[config.mk]
export PLATFORM = sky130hd
export DESIGN_NAME = tlb_plru_array
export DESIGN_NICKNAME = d
export VERILOG_FILES = /design/src/rtl/tlb_plru_array.sv
export SDC_FILE = /design/constraint.sdc
export NUM_CORES = 1
export LEC_CHECK = 0
export ABC_AREA = 1
export CORE_AREA = 2 2 263 135
export CTS_CLUSTER_DIAMETER = 200
export DETAILED_ROUTE_END_ITERATION = 6
export DIE_AREA = 0 0 265 137
export GPL_TIMING_DRIVEN = 1
export SLEW_MARGIN = 30
export SYNTH_ARGS = -nofsm -noshare
export SYNTH_HDL_FRONTEND = slang
export SYNTH_SLANG_ARGS = --single-unit
[constraint.sdc]
create_clock -name clk -period 4.7 [get_ports clk]
set_input_delay 0.47 -clock clk [delete_from_list [all_inputs] [get_ports clk]]
set_output_delay 0.47 -clock clk [all_outputs]
set_load 0.02 [all_outputs]
[src/rtl/tlb_plru_array.sv]
// Tree-PLRU replacement state for a set-associative TLB: hit/refill touches,
// registered victim selection preferring invalid ways, and a set-walking flush.
module tlb_plru_array #(
    parameter int WAYS     = 8,
    parameter int SETS     = 16,
    parameter int SET_BITS = (SETS > 1) ? $clog2(SETS) : 1,
    parameter int WAY_BITS = $clog2(WAYS)
) (
    input  logic                clk,
    input  logic                reset_n,
    input  logic                hit_valid,
    input  logic [SET_BITS-1:0] hit_set,
    input  logic [WAYS-1:0]     hit_ways,
    input  logic                fill_valid,
    input  logic [SET_BITS-1:0] fill_set,
    input  logic [WAY_BITS-1:0] fill_way,
    input  logic                repl_req_valid,
    output logic                repl_req_ready,
    input  logic [SET_BITS-1:0] repl_set,
    input  logic [WAYS-1:0]     repl_valid_mask,
    output logic                repl_resp_valid,
    output logic [WAY_BITS-1:0] repl_resp_way,
    input  logic                flush_req,
    output logic                busy
);

    typedef enum logic {
        S_IDLE  = 1'b0,
        S_FLUSH = 1'b1
    } state_t;

    state_t              r_state;
    state_t              w_state_nxt;
    logic [SET_BITS-1:0] r_flush_cnt;
    logic [WAYS-1:0]     r_tree [SETS];
    logic                r_resp_valid;
    logic [WAY_BITS-1:0] r_resp_way;

    logic                w_hit_en;
    logic [WAY_BITS-1:0] w_hit_way;
    logic [WAY_BITS-1:0] w_victim;
    logic                w_req_fire;
    logic                w_flush_last;

    // Walk root to leaf; n tracks the heap index, each node points away from the touched way.
    function automatic logic [WAYS-1:0] f_touch(input logic [WAYS-1:0] tree,
                                                input logic [WAY_BITS-1:0] way);
        logic [WAYS-1:0]     t;
        logic [WAY_BITS:0]   n;
        logic [WAY_BITS-1:0] w;
        t = tree;
        n = 1;
        w = way;
        for (int l = 0; l < WAY_BITS; l++) begin
            t[n[WAY_BITS-1:0]] = ~w[WAY_BITS-1];
            n = {n[WAY_BITS-1:0], w[WAY_BITS-1]};
            w = w << 1;
        end
        return t;
    endfunction

    function automatic logic [WAY_BITS-1:0] f_victim(input logic [WAYS-1:0] tree,
                                                     input logic [WAYS-1:0] mask);
        logic [WAY_BITS:0]   n;
        logic [WAY_BITS-1:0] v;
        n = 1;
        for (int l = 0; l < WAY_BITS; l++) begin
            n = {n[WAY_BITS-1:0], tree[n[WAY_BITS-1:0]]};
        end
        v = n[WAY_BITS-1:0];
        for (int i = WAYS - 1; i >= 0; i--) begin
            if (!mask[i]) v = WAY_BITS'(i);
        end
        return v;
    endfunction

    always_comb begin
        w_hit_way = '0;
        for (int i = WAYS - 1; i >= 0; i--) begin
            if (hit_ways[i]) w_hit_way = WAY_BITS'(i);
        end
    end

    assign w_hit_en     = hit_valid && (hit_ways != '0);
    assign w_victim     = f_victim(r_tree[repl_set], repl_valid_mask);
    assign w_req_fire   = repl_req_valid && repl_req_ready;
    assign w_flush_last = (r_flush_cnt == SET_BITS'(SETS - 1));

    always_comb begin
        w_state_nxt = r_state;
        case (r_state)
            S_IDLE:  if (flush_req) w_state_nxt = S_FLUSH;
            S_FLUSH: if (w_flush_last) w_state_nxt = S_IDLE;
            default: w_state_nxt = S_IDLE;
        endcase
    end

    always_ff @(posedge clk) begin
        if (!reset_n) begin
            r_state     <= S_IDLE;
            r_flush_cnt <= '0;
        end else begin
            r_state     <= w_state_nxt;
            r_flush_cnt <= (r_state == S_FLUSH) ? r_flush_cnt + 1'b1 : '0;
        end
    end

    // Fill is applied on top of the hit when both land on the same set.
    always_ff @(posedge clk) begin
        if (!reset_n) begin
            for (int s = 0; s < SETS; s++) r_tree[s] <= '0;
        end else if (r_state == S_FLUSH) begin
            r_tree[r_flush_cnt] <= '0;
        end else if (w_hit_en && fill_valid && (hit_set == fill_set)) begin
            r_tree[fill_set] <= f_touch(f_touch(r_tree[fill_set], w_hit_way), fill_way);
        end else begin
            if (w_hit_en) r_tree[hit_set] <= f_touch(r_tree[hit_set], w_hit_way);
            if (fill_valid) r_tree[fill_set] <= f_touch(r_tree[fill_set], fill_way);
        end
    end

    always_ff @(posedge clk) begin
        if (!reset_n) begin
            r_resp_valid <= 1'b0;
            r_resp_way   <= '0;
        end else begin
            r_resp_valid <= w_req_fire;
            if (w_req_fire) r_resp_way <= w_victim;
        end
    end

    assign repl_req_ready  = (r_state == S_IDLE);
    assign busy            = (r_state == S_FLUSH);
    assign repl_resp_valid = r_resp_valid;
    assign repl_resp_way   = r_resp_way;

endmodule

==> results.toml <==
[cells_and_area]
nets = 1151
fin_util = 0.288
final_cell_mix = "nand2_1 (238), inv_1 (136), o22ai_1 (129)"
fillers = 3624
drive_gt1_frac = 0.0853
diodes = 0
layout_commonest_cell = "nand2_1"
area_growth_syn_to_layout_pct = 16.3

[sta]
finalSetupViolCount = 0
holdWs_ns = 0.450
fin_skew_ns = 0.0112
tightest_slew_ns = 0.863
rsz0062_at_grt = "false"
setup_tns_ns = 0
maxSlewViolCount = 0
timing.final.crit_share = 0.738
finalHoldViolations = 0
final_period_minus_worst_setup_slack_ns = 3.47
fmax_mhz = 288
slew_headroom = 0.424

[detailed_routing]
drt_iter0_drc = 1687
drt_first_pass_iters = 6
ant_nets = 0
drt-total-wl_um = 41200
vias_per_cell = 5.74
wl_per_cell_um = 26.1
vias = 9052
drc = 0

[global_routing]
overflow = 0
grt_pass1_vias = 7971
grt_pass1_wl_um = 58100
grt_antenna_before_repair = 0
grt_usage = 0.228
grt_max_degree = 55

[logic_synthesis]
synth_top_area_cell = "edfxtp_1"
netlist_top_cells_area = "edfxtp_1 (40%), nand2_1 (11%), o22ai_1 (9.6%)"
synth_seq_area_share = 0.421
syn_avg_cell_area_um2 = 7.71
syn_nets = 1130
synth_edf_count = 112
synth.distinct_cells = 44
synth_area_um2 = 8420
yosys_warnings = 0
yosys_register_bits = 121
synth_top_area_frac = 0.399
synthArstFlopShare = 0
synth_ff_type = "edfxtp_1"
synthCells = 1092

[setup_path]
slowest_delay_ns = 0.59
rr_endpoint = "r_tree[6][6]"
cp_num_buf_inv = 4
end_kind = "flip-flop"
cp_data_required_time_ns = 4.87
r2r-start = "busy"
timing_worst_setup_path_type = "input pin to flip-flop"
r2r.worst_path.cells = 9
critPathArrivalTime_ns = 3.63
rrSetupSlack_ns = 1.49
cp_cell_sequence = "clkdlybuf4s50_1 -> inv_2 -> nor2_4 -> inv_2 -> o22ai_1 -> o21ai_0 -> a41oi_1 -> a21oi_2 -> buf_4 -> o21ai_0"
cp_num_cells = 10
cp-start-kind = "input pin"
critPathMaxFanout = 22
path_delay_family = "buffers and inverters"
crit_slowest_cell = "a21oi_2"

[cts]
ctsResizeCount = 0
cts_setup_buffers = 0
cts-root-buf = "clkbuf_16"
cts.htree.levels = 4
clock_latency_ns = 0.45
clock_sinks = 121
hold_buffers = 0
clock_path_buffers = 2
tritoncts = "done"
clk_transition_reported_paths_ns = 0.06
cts-buffers-inserted = 17

[placement]
io_buffers = 42
hpwlAfterDp_um = 30800
globalplace.congestion = 1.07

[worst_hold_path]
hp-class = "flip-flop to flip-flop"
holdPathEnd = "busy"
min-delay-start = "r_flush_cnt[3]"
holdPathStages = 1

[floorplan]
ios = 43
start_util = 0.248
num_rows = 48
core_um2 = 34000
dieArea_um2 = 36300
fp.dieH_um = 137
die_x_um = 265

[power]
p_per_area_nw_per_um2 = 339
power.leakage_nw = 3.77
ir_worst_vdd_uv = 262

[run]
drv_cap = 0

[status]
status = "completed"
## power by group
group | internal, mW | switching [mW] | total [mW]
Sequential | 1.22 | 0.0335 | 1.26
Clock | 0.930 | 0.526 | 1.46
Combinational | 0.159 | 0.445 | 0.604
## registers in the layout, summed over array words and instances, names as in the netlist
signal / count
r_tree: 112
busy: 1
r_flush_cnt: 4
repl_resp_valid: 1
repl_resp_way: 3
## synth_stat cells, drive strengths merged (2+ instances only)
cell     number
nor4          2
o22ai       130
a31oi         5
or2           2
a221oi        2
o221ai        6
clkbuf        9
nor2         49
nand2       247
inv         149
a41oi         2
o21ai        98
a22oi         6
o2111ai       4
nand4         5
dfxtp         9
a21oi        42
edfxtp      112
buf          57
nand3       120
o211ai       27
## metal layers
layer	up-vias	GRT usage	part of all wire
met1	4288	0.349	0.46
met2	779	0.251	0.33
met5	-	0.0162	0.0020
met4	2	0.0512	0.016
li1	3927	-	-
met3	56	0.132	0.19
## area by class of cell
type                    instances  area (µm²)  share of cell area
multi-input cells             756        3890               0.397
flip-flops and latches        121        3540               0.362
repair buffers                 68         606              0.0618
inverters                     149         564              0.0576
well taps                     450         563              0.0575
clock buffers                  17         425              0.0434
clock inverters                15         206              0.0211
## per-stage QoR
step                instances  power [mW]  setup slack (ns)  instance area, µm²
detailed placement       1544        1.84             0.927                9170
floorplan                1092        1.60              2.48                8420
CTS                      1576        3.28              1.40                9800
global placement         1544        1.85             0.945                9170
global route             1576        3.40              1.22                9800
finish                   1576        3.32              1.23                9800
## worst register-to-register path: stages, from the launching register on
cell     delay [ns]
dfxtp_1        0.46
nor2_4         0.09
nand2_4        0.16
inv_1          0.17
or2_1          0.28
o21ai_4        0.10
inv_2          0.08
nor2_1         0.57
nand2_1        0.46
nand3_1        0.47
## cells by family (layout without fill, tap and decap cells)
logic type / Yosys count / after routing / share of synthesized area
buf+inv: 215 / 249 / 0.117
xor+xnor: 2 / 2 / 0.00208
fa+ha+maj: 1 / 1 / 0.00148
flops: 121 / 121 / 0.421
simple gates: 426 / 426 / 0.221
compound gates: 327 / 327 / 0.237
## how the worst max path moves through the flow
stage	from	endpoint	slack (ns)
2_1_floorplan	reset_n	r_tree[0][1]	2.48
3_3_place_gp	reset_n	r_tree[2][5]	0.94
3_5_place_dp	reset_n	r_tree[6][5]	0.93
4_1_cts	reset_n	r_tree[6][6]	1.40
5_1_grt	reset_n	r_tree[6][1]	1.22
6_report	hit_set[1]	r_tree[5][7]	1.23
Note: power is estimated with default switching activity, not from simulation.
